--- src/rtl/cpu_pkg.sv ---
// rtl/cpu_pkg.sv - shared widths and enums for the memory arbiter slice
package cpu_pkg;

  localparam int DATA_W = 8;
  localparam int ADDR_W = 4;

  typedef enum logic {
    PORT_A,
    PORT_B
  } port_t;

  typedef enum logic [1:0] {
    OWN_NONE,
    OWN_A,
    OWN_B
  } owner_t;

endpackage

--- src/rtl/mem_arbiter_if.sv ---
// rtl/mem_arbiter_if.sv - two-requester memory access bundle
interface mem_arbiter_if #(
  parameter int DW = cpu_pkg::DATA_W,
  parameter int AW = cpu_pkg::ADDR_W
);
  import cpu_pkg::*;

  logic          req_a;
  logic          we_a;
  logic          lock_a;
  logic [AW-1:0] addr_a;
  logic [DW-1:0] wdata_a;
  logic          gnt_a;
  logic          rvalid_a;
  logic [DW-1:0] rdata_a;

  logic          req_b;
  logic          we_b;
  logic          lock_b;
  logic [AW-1:0] addr_b;
  logic [DW-1:0] wdata_b;
  logic          gnt_b;
  logic          rvalid_b;
  logic [DW-1:0] rdata_b;

  logic          lock_timeout;

  modport master (
    output req_a, we_a, lock_a, addr_a, wdata_a,
    output req_b, we_b, lock_b, addr_b, wdata_b,
    input  gnt_a, rvalid_a, rdata_a,
    input  gnt_b, rvalid_b, rdata_b,
    input  lock_timeout
  );

  modport slave (
    input  req_a, we_a, lock_a, addr_a, wdata_a,
    input  req_b, we_b, lock_b, addr_b, wdata_b,
    output gnt_a, rvalid_a, rdata_a,
    output gnt_b, rvalid_b, rdata_b,
    output lock_timeout
  );

endinterface

--- src/rtl/mem_arbiter_mem_array.sv ---
// rtl/mem_arbiter_mem_array.sv - single-port synchronous RAM with registered read data
module mem_array #(
  parameter int DATA_W = 8,
  parameter int ADDR_W = 4
) (
  input  logic              clk,
  input  logic              reset,
  input  logic              en,
  input  logic              we,
  input  logic [ADDR_W-1:0] addr,
  input  logic [DATA_W-1:0] wdata,
  output logic [DATA_W-1:0] rdata
);
  import cpu_pkg::*;

  logic [DATA_W-1:0] mem [2**ADDR_W];

  // Storage write; contents survive reset and are loaded by the loader port
  always_ff @(posedge clk) begin
    if (en && we) begin
      mem[addr] <= wdata;
    end
  end

  // Read register, only refreshed by a read access
  always_ff @(posedge clk) begin
    if (reset) begin
      rdata <= '0;
    end else if (en && !we) begin
      rdata <= mem[addr];
    end
  end

endmodule

--- src/rtl/mem_arbiter.sv ---
// rtl/mem_arbiter.sv - round-robin arbiter with bounded lock over a shared 16x8 memory
module mem_arbiter #(
  parameter int DATA_W   = cpu_pkg::DATA_W,
  parameter int ADDR_W   = cpu_pkg::ADDR_W,
  parameter int LOCK_MAX = 4
) (
  input  logic           clk,
  input  logic           reset,
  mem_arbiter_if.slave   bus
);
  import cpu_pkg::*;

  localparam int CNT_W = (LOCK_MAX > 2) ? $clog2(LOCK_MAX) : 1;
  localparam logic [CNT_W-1:0] CNT_LAST = CNT_W'(LOCK_MAX - 1);

  owner_t            owner;
  owner_t            eff_owner;
  port_t             last;
  logic [CNT_W-1:0]  lock_cnt;
  logic [CNT_W-1:0]  base_cnt;
  logic              gnt_a_c;
  logic              gnt_b_c;
  logic              rvalid_a_q;
  logic              rvalid_b_q;
  logic              timeout_q;
  logic [DATA_W-1:0] held_a;
  logic [DATA_W-1:0] held_b;
  logic [DATA_W-1:0] ram_rdata;

  logic              acc_en;
  logic              acc_we;
  logic              acc_lock;
  logic [ADDR_W-1:0] acc_addr;
  logic [DATA_W-1:0] acc_wdata;

  // Grant decision: an owner that stopped requesting loses ownership this same cycle
  always_comb begin
    eff_owner = owner;
    if (owner == OWN_A && !bus.req_a) eff_owner = OWN_NONE;
    if (owner == OWN_B && !bus.req_b) eff_owner = OWN_NONE;
    base_cnt = (eff_owner == OWN_NONE) ? '0 : lock_cnt;
    gnt_a_c  = 1'b0;
    gnt_b_c  = 1'b0;
    if (!reset) begin
      case (eff_owner)
        OWN_A:   gnt_a_c = 1'b1;
        OWN_B:   gnt_b_c = 1'b1;
        default: begin
          if (bus.req_a && bus.req_b) begin
            if (last == PORT_B) gnt_a_c = 1'b1;
            else                gnt_b_c = 1'b1;
          end else begin
            gnt_a_c = bus.req_a;
            gnt_b_c = bus.req_b;
          end
        end
      endcase
    end
  end

  // Steer the granted port onto the single RAM port
  always_comb begin
    acc_en    = gnt_a_c | gnt_b_c;
    acc_we    = gnt_b_c ? bus.we_b    : bus.we_a;
    acc_lock  = gnt_b_c ? bus.lock_b  : bus.lock_a;
    acc_addr  = gnt_b_c ? bus.addr_b  : bus.addr_a;
    acc_wdata = gnt_b_c ? bus.wdata_b : bus.wdata_a;
  end

  mem_array #(
    .DATA_W (DATA_W),
    .ADDR_W (ADDR_W)
  ) u_mem (
    .clk   (clk),
    .reset (reset),
    .en    (acc_en),
    .we    (acc_we),
    .addr  (acc_addr),
    .wdata (acc_wdata),
    .rdata (ram_rdata)
  );

  // Lock FSM, round-robin pointer, read-valid and timeout pulse
  always_ff @(posedge clk) begin
    if (reset) begin
      owner      <= OWN_NONE;
      lock_cnt   <= '0;
      last       <= PORT_B;
      rvalid_a_q <= 1'b0;
      rvalid_b_q <= 1'b0;
      timeout_q  <= 1'b0;
    end else begin
      rvalid_a_q <= gnt_a_c && !bus.we_a;
      rvalid_b_q <= gnt_b_c && !bus.we_b;
      timeout_q  <= 1'b0;
      owner      <= eff_owner;
      lock_cnt   <= base_cnt;
      if (acc_en) begin
        last <= gnt_b_c ? PORT_B : PORT_A;
        if (!acc_lock) begin
          owner    <= OWN_NONE;
          lock_cnt <= '0;
        end else if (base_cnt == CNT_LAST) begin
          owner     <= OWN_NONE;
          lock_cnt  <= '0;
          timeout_q <= 1'b1;
        end else begin
          owner    <= gnt_b_c ? OWN_B : OWN_A;
          lock_cnt <= base_cnt + 1'b1;
        end
      end
    end
  end

  // Per-port copy of the last read so a port's data survives the other port's reads
  always_ff @(posedge clk) begin
    if (reset) begin
      held_a <= '0;
      held_b <= '0;
    end else begin
      if (rvalid_a_q) held_a <= ram_rdata;
      if (rvalid_b_q) held_b <= ram_rdata;
    end
  end

  assign bus.gnt_a        = gnt_a_c;
  assign bus.gnt_b        = gnt_b_c;
  assign bus.rvalid_a     = rvalid_a_q & ~reset;
  assign bus.rvalid_b     = rvalid_b_q & ~reset;
  assign bus.rdata_a      = bus.rvalid_a ? ram_rdata : held_a;
  assign bus.rdata_b      = bus.rvalid_b ? ram_rdata : held_b;
  assign bus.lock_timeout = timeout_q & ~reset;

endmodule

--- src/flat_wrapper.sv ---
// flat-port wrapper written by rule: the top's interface ports become plain ports
module mem_arbiter_flat import cpu_pkg::*;
#(
  parameter int DATA_W   = cpu_pkg::DATA_W,
  parameter int ADDR_W   = cpu_pkg::ADDR_W,
  parameter int LOCK_MAX = 4
)
  (clk, reset, bus_req_a, bus_we_a, bus_lock_a, bus_addr_a, bus_wdata_a, bus_req_b, bus_we_b, bus_lock_b, bus_addr_b, bus_wdata_b, bus_gnt_a, bus_rvalid_a, bus_rdata_a, bus_gnt_b, bus_rvalid_b, bus_rdata_b, bus_lock_timeout);
  mem_arbiter_if bus_i ();
  input  logic clk;
  input  logic reset;
  input wire logic [$bits(bus_i.req_a)-1:0] bus_req_a;
  input wire logic [$bits(bus_i.we_a)-1:0] bus_we_a;
  input wire logic [$bits(bus_i.lock_a)-1:0] bus_lock_a;
  input wire logic [$bits(bus_i.addr_a)-1:0] bus_addr_a;
  input wire logic [$bits(bus_i.wdata_a)-1:0] bus_wdata_a;
  input wire logic [$bits(bus_i.req_b)-1:0] bus_req_b;
  input wire logic [$bits(bus_i.we_b)-1:0] bus_we_b;
  input wire logic [$bits(bus_i.lock_b)-1:0] bus_lock_b;
  input wire logic [$bits(bus_i.addr_b)-1:0] bus_addr_b;
  input wire logic [$bits(bus_i.wdata_b)-1:0] bus_wdata_b;
  output wire logic [$bits(bus_i.gnt_a)-1:0] bus_gnt_a;
  output wire logic [$bits(bus_i.rvalid_a)-1:0] bus_rvalid_a;
  output wire logic [$bits(bus_i.rdata_a)-1:0] bus_rdata_a;
  output wire logic [$bits(bus_i.gnt_b)-1:0] bus_gnt_b;
  output wire logic [$bits(bus_i.rvalid_b)-1:0] bus_rvalid_b;
  output wire logic [$bits(bus_i.rdata_b)-1:0] bus_rdata_b;
  output wire logic [$bits(bus_i.lock_timeout)-1:0] bus_lock_timeout;
  assign bus_i.req_a = bus_req_a;
  assign bus_i.we_a = bus_we_a;
  assign bus_i.lock_a = bus_lock_a;
  assign bus_i.addr_a = bus_addr_a;
  assign bus_i.wdata_a = bus_wdata_a;
  assign bus_i.req_b = bus_req_b;
  assign bus_i.we_b = bus_we_b;
  assign bus_i.lock_b = bus_lock_b;
  assign bus_i.addr_b = bus_addr_b;
  assign bus_i.wdata_b = bus_wdata_b;
  assign bus_gnt_a = bus_i.gnt_a;
  assign bus_rvalid_a = bus_i.rvalid_a;
  assign bus_rdata_a = bus_i.rdata_a;
  assign bus_gnt_b = bus_i.gnt_b;
  assign bus_rvalid_b = bus_i.rvalid_b;
  assign bus_rdata_b = bus_i.rdata_b;
  assign bus_lock_timeout = bus_i.lock_timeout;
  mem_arbiter #(.DATA_W(DATA_W), .ADDR_W(ADDR_W), .LOCK_MAX(LOCK_MAX)) u_core (.clk(clk), .reset(reset), .bus(bus_i));
endmodule
--- config.mk ---
export PLATFORM = sky130hd
export DESIGN_NAME = mem_arbiter_flat
export DESIGN_NICKNAME = d
export VERILOG_FILES = /design/src/rtl/cpu_pkg.sv /design/src/rtl/mem_arbiter_if.sv /design/src/rtl/mem_arbiter_mem_array.sv /design/src/rtl/mem_arbiter.sv /design/src/flat_wrapper.sv
export SDC_FILE = /design/constraint.sdc
export NUM_CORES = 1
export LEC_CHECK = 0
export BUFFER_PORTS_ARGS = -buffer_cell sky130_fd_sc_hd__buf_2
export CAP_MARGIN = 20
export CORE_UTILIZATION = 40
export CTS_CLUSTER_SIZE = 14
export DETAILED_ROUTE_END_ITERATION = 6
export PLACE_DENSITY = 0.63
export SYNTH_ARGS = -nofsm -noshare
export SYNTH_HDL_FRONTEND = slang
export SYNTH_HIERARCHICAL = 1
export SYNTH_SLANG_ARGS = --single-unit
--- constraint.sdc ---
create_clock -name clk -period 4 [get_ports clk]
set_input_delay 0.8 -clock clk [delete_from_list [all_inputs] [get_ports clk]]
set_output_delay 0.8 -clock clk [all_outputs]
set_load 0.05 [all_outputs]
# Word-level counts from Yosys, hierarchy flattened

Memory sizes are Yosys's and may differ from the RTL's. A register that Yosys moved wholly into a read port is not among the register bits.
Cells that the tools add are included.

Register bits: 24
Bits in latches: 0
Bits in writable memories: 128
ROM bits: 0
Input bits: 32
Output and inout bits: 21
Logic and storage cells: 64
Memories: 1

Memory list:

| name             | depth | bits a word | rd ports | clocked after Yosys merged registers in | wr ports | RTL line                    | text |
|---|---|---|---|---|---|---|---|
| u_core.u_mem.mem | 16    | 8           | 1        | 1                                       | 1        | mem_arbiter_mem_array.sv:16 | `logic [DATA_W-1:0] mem [2**ADDR_W];` |

Add/sub/neg operators: 1
Multipliers: 0
Divide/modulo/power cells: 0
Order comparisons: 0
Equal/unequal tests: 5
Shift-type cells: 0
Multiplexer cells: 28
Bitwise logic cells: 7
Reduce and logical (&&, ||, !) cells: 14

Operator list:

| operator              | count |
|---|---|
| $mux W8               | 3 |
| $mux W2               | 10 |
| $mux W1               | 12 |
| $logic_and A1 B1 Y1   | 7 |
| $eq A2 B2 Y1 const B  | 3 |
| $logic_not A1 Y1      | 5 |
| $eq A2 B1 Y1 const B  | 2 |
| $mux W4               | 1 |
| $pmux W1 S2           | 2 |
| $and A1 B1 Y1         | 3 |
| $not A1 Y1            | 3 |
| $reduce_or A3 Y1      | 1 |
| $add A2 B1 Y2 const B | 1 |
| $logic_not A2 Y1      | 1 |
| $or A1 B1 Y1          | 1 |

# Longest topological paths before layout

Depth in word-level cells: 11
Gate-level depth with buffers: 14

# Hierarchy

Netlist, hierarchy kept.

Modules (own cells, without submodules):

| module      | times used | cells an instance | area an instance (um^2) | seq. area each (um^2) |
|---|---|---|---|---|
| mem_array   | 1          | 305               | 5,401.4                 | 4,003.8 |
| mem_arbiter | 1          | 144               | 1,467.7                 | 480.5 |

# Worst setup path before layout

OpenSTA, ideal clock, no wires.

Path kind: input -> register
From: in bus_req_a
To: mem u_core.u_mem.mem[2][0], enable pin
Setup time: 0.383 ns
Arrival time: 3.523 ns
Data required time: 3.617 ns
Setup slack: 0.094 ns
Stages on the path: 12
Cell sequence: o21a_1 ha_1 nand3_2 o211a_4 nand2b_2 buf_6 mux2_2 buf_6 buf_12 nor2b_1 nand3_1 nor3_1

Elaborated cells between the ends (all ways): 19
Those cells by class: 2 x eq/ne; 12 x mux; 1 x bitwise; 4 x reduce/logical

RTL lines:

| element                                             | RTL line                    | text |
|---|---|---|
| from (decl)                                         | flat_wrapper.sv:12          | `input wire logic [$bits(bus_i.req_a)-1:0] bus_req_a;` |
| $logic_not A1 Y1                                    | mem_arbiter.sv:39           | `if (owner == OWN_A && !bus.req_a) eff_owner = OWN_NONE;` |
| $logic_and A1 B1 Y1                                 | mem_arbiter.sv:39           |  |
| $mux W2                                             | mem_arbiter.sv:39           |  |
| $mux W2                                             | mem_arbiter.sv:40           | `if (owner == OWN_B && !bus.req_b) eff_owner = OWN_NONE;` |
| $eq A2 B2 Y1 / $eq A2 B1 Y1 (equally long branches) | mem_arbiter.sv:45           | `case (eff_owner)` |
| $pmux W1 S2 (*)                                     | mem_arbiter.sv:45           |  |
| $mux W1 (*)                                         | mem_arbiter.sv:44           | `if (!reset) begin` |
| $mux W4 (*)                                         | mem_arbiter.sv:66           | `acc_addr = gnt_b_c ? bus.addr_b : bus.addr_a;` |
| via u_core.acc_addr[0]                              | mem_arbiter.sv:33           | `logic [ADDR_W-1:0] acc_addr;` |
| to (decl)                                           | mem_arbiter_mem_array.sv:16 |  |

The timed path passes the listed nets; every way through them passes the cells marked *.

# Worst setup path after layout

From: in bus_req_a
To: reg u_core.u_mem.rdata[6] (read register of u_core.u_mem.mem)

Elaborated cells between the ends (all ways): 18
Those cells by class: 2 x eq/ne; 10 x mux; 1 x bitwise; 5 x reduce/logical

RTL lines:

| element                                             | RTL line                    | text |
|---|---|---|
| $logic_not A1 Y1                                    | mem_arbiter.sv:39           |  |
| $logic_and A1 B1 Y1                                 | mem_arbiter.sv:39           |  |
| $mux W2                                             | mem_arbiter.sv:39           |  |
| $mux W2                                             | mem_arbiter.sv:40           |  |
| $eq A2 B2 Y1 / $eq A2 B1 Y1 (equally long branches) | mem_arbiter.sv:45           |  |
| $pmux W1 S2 (*)                                     | mem_arbiter.sv:45           |  |
| $mux W1 (*)                                         | mem_arbiter.sv:44           |  |
| $mux W4 (*)                                         | mem_arbiter.sv:66           |  |
| via u_core.acc_addr[1]                              | mem_arbiter.sv:33           |  |
| to (decl)                                           | mem_arbiter_mem_array.sv:12 | `output logic [DATA_W-1:0] rdata` |

Marked as above.
A chain may end at the register's enable or synchronous reset.

==> impl_results.md <==
* Status: finished, final reports clean
* Post-CTS Hold Fix Bufs at 0
* Synth Cell Area at 6869 µm²
* Synth top area share at 55.96%
* Worst EP required at 4330 ps
* Final TNS setup at 0 ps
* Postcts setup bufs at 0
* CTS tree: done
* Area of the multi-input gates at 2165 µm²
* Die Height at 133.0 µm
* Antenna Nets Post-Route at 0
* Met1 wire length at 6.438 mm
* Sequential cell area at 4484 µm²
* Post-synthesis cell count at 449
* Worst R2R Setup Slack at 740 ps
* Post-DP HPWL at 9.852 mm
* CTS root buf: clkbuf_16
* WP data arrival at 3710 ps
* GRT overflow at 0
* WL/cell at 18.85 µm
* Most common cell in the synthesized netlist: edfxtp_1
* Cells taking the most area after synthesis: edfxtp_1 (56%), dfxtp_1 (9.3%), mux2i_1 (8.5%)
* Max Root-Sink Buffers at 2
* Layout Nets at 557
* Lkg Pwr at 0.002957 µW
* Global-route wire length before repair at 22.22 mm
* Power per cell area at 478.8 nW/µm²
* IO Pins at 53
* Clk Latency, worst-skew pair at 430 ps
* Final hold viol count at 0
* Die width at 133.0 µm
* CP Capture Type: flop
* Met2 WL at 6.345 mm
* Max-cap check violation count at 0
* Initial drt markers at 304
* Register area share after synthesis at 65.28%
* Initial Util at 41.13%
* Placeable core region at 16,700 µm²
* Gpl congestion at 0.8169
* RR Endpoint: u_core/u_mem/rdata[6]
* Max incr delay on CP at 500 ps
* Die area at 17,700 µm²
* Synth Warn # at 6
* Unrepaired setup endpoints after global routing: no
* # setup viols final at 0
* Startpoint types: input port
* TritonRoute pass-1 iters at 4
* Fill count at 1,424
* Slowest CP cell: or3_1
* WL final at 14.25 mm
* Met3 wire len at 954 µm
* Total CTS buffers at 17
* Number of global-route vias before repair at 3,951
* Max Clk Rate at 295.6 MHz
* Period utilization at 84.58%
* Post-synth top cells: edfxtp_1 (128), mux2i_1 (58), nor2_1 (46)
* Async SR Flop Fraction at 0%
* Setup CP Type: in -> reg
* FF-to-FF Start: u_core/owner[0]
* Worst Hold Class: reg -> reg
* Via density at 5.336
* Final hold slack at 492.1 ps
* Port bufs at 52
* Share of layout cells above drive strength 1 at 28.36%
* Cell row count at 47
* CTS H-tree lvls at 4
* Largest net degree at the start of global routing at 31
* Post-CTS sizing at 0
* Vias at 4,034
* Synth Net Count at 483
* Critical path peak fanout at 15
* Slew HR at 54.95%
* Top Metal Used: met4
* R2R depth at 11
* Synth Register Bits at 160
* Initial antenna violation count at 0
* Ys flop type: edfxtp_1
* Antenna diodes at 0
* Worst Skew at 8.593 ps
* Avg Cell Area, Syn at 15.30 µm²
* Distinct cells, synth at 51
* Actual slew at the worst max-slew pin at 674.4 ps
* Max-slew violation count at 0
* Crit path capture: u_core/u_mem/rdata[6]
* Reg clk slew, reported paths at 60 ps
* Drc violations at 0
* EDFF count, synth at 128
* Cell taking the most area after synthesis: edfxtp_1
* Clk sinks at 160
* Crit-path cells: buf_2, o21a_1, ha_1, nand3_2, o211a_4, nand2b_2, buf_4, mux2_2, or3_1, o22ai_1, nor2_1, a311oi_1
* Peak VDD IR at 0.3270 mV
* Total GRT Usage at 17.22%
* Worst Setup SP: bus_req_a
* Final min period at 3383 ps
* Layout area overhead at 17.07%
-- worst min path at each step --
| stage | start | endpoint | slack (ps) | cells after the start |
|---|---|---|---|---|
| 3_5_place_dp | u_core/held_b[4] | u_core/held_b[4] | 480 | 2 |
| 6_report | u_core/held_a[3] | u_core/held_a[3] | 490 | 2 |
| 5_1_grt | u_core/held_a[5] | u_core/held_a[5] | 520 | 2 |
| 4_1_cts | u_core/held_b[4] | u_core/held_b[4] | 490 | 2 |
| 2_1_floorplan | u_core/held_a[0] | u_core/held_a[0] | 450 | 2 |
| 3_3_place_gp | u_core/held_a[5] | u_core/held_a[5] | 470 | 2 |
-- sequential cells by signal, summed over array words and instances, names as in the netlist --
signal              cells
u_core/owner            2
u_core/held_b           8
u_core/rvalid_b_q       1
u_core/u_mem/mem      128
u_core/lock_cnt         2
u_core/last             1
u_core/rvalid_a_q       1
u_core/held_a           8
u_core/u_mem/rdata      8
u_core/timeout_q        1
-- report_power, final --
group | switching, µW | total, µW | internal, µW | leakage, µW
registers | 19.3 | 1850 | 1830 | 0.00141
clock network | 632 | 1680 | 1040 | 0.000286
logic | 195 | 324 | 129 | 0.00126
-- cells by family (layout without fill, tap and decap cells) --
logic type,after synthesis,count (layout),share of synthesized area [%]
mux,98,98,17.58
compound gates,43,43,4.645
flops,160,160,65.28
fa+ha+maj,2,2,0.3642
buf+inv,28,115,3.206
simple gates,118,118,8.926
-- worst max-delay path: cells and delay by family --
family	cells	cell delay [ps]
AOI/OAI and AO/OA	4	880
and+or+nand+nor	4	860
muxes	1	450
adders and majority gates	1	410
buffers and inverters	2	310
-- stage by stage --
step           cell area [µm²]  total power, µW  std cells  util, %  worst slack [ps]
2_1_floorplan             6869             2121        449        -             93.50
3_3_place_gp              7422             2203        724    44.44             290.9
3_5_place_dp              7422             2211        724    44.44             174.3
4_1_cts                   8041             3886        756    48.15             615.1
5_1_grt                   8041             3985        756    48.15             406.1
6_report                  8041             3850        756    48.15             616.9
-- final cells by class --
type                            instances  area share [%]
Sequential cell                       160           55.76
Inverter                                2         0.09336
Clock inverter                         13           2.318
Timing Repair Buffer                   81           6.099
Tap cell                              220           3.423
Clock buffer                           19           5.384
Multi-Input combinational cell        261           26.92
-- layer usage --
| layer | track usage (%) | vias up |
|---|---|---|
| li1 | - | 1889 |
| met1 | 22.79 | 1931 |
| met2 | 25.65 | 178 |
| met3 | 4.866 | 36 |
| met4 | 9.195 | 0 |
| met5 | 0 | - |
-- cells in the final DEF, fill, tap and decap left out, types with 6 or more instances in the layout --
cell       count
clkbuf_16     17
mux2_2        21
nand3b_1       6
nor2_1        46
mux4_1         6
mux2_4         8
buf_2         52
mux2i_1       58
nor2b_1        6
dfxtp_1       32
nand2_1       12
o22ai_1       13
nor3_1         8
buf_4         28
nand3_1       10
edfxtp_1     128
nand2b_1      10
No activity file was read; power rests on OpenSTA's default activity.
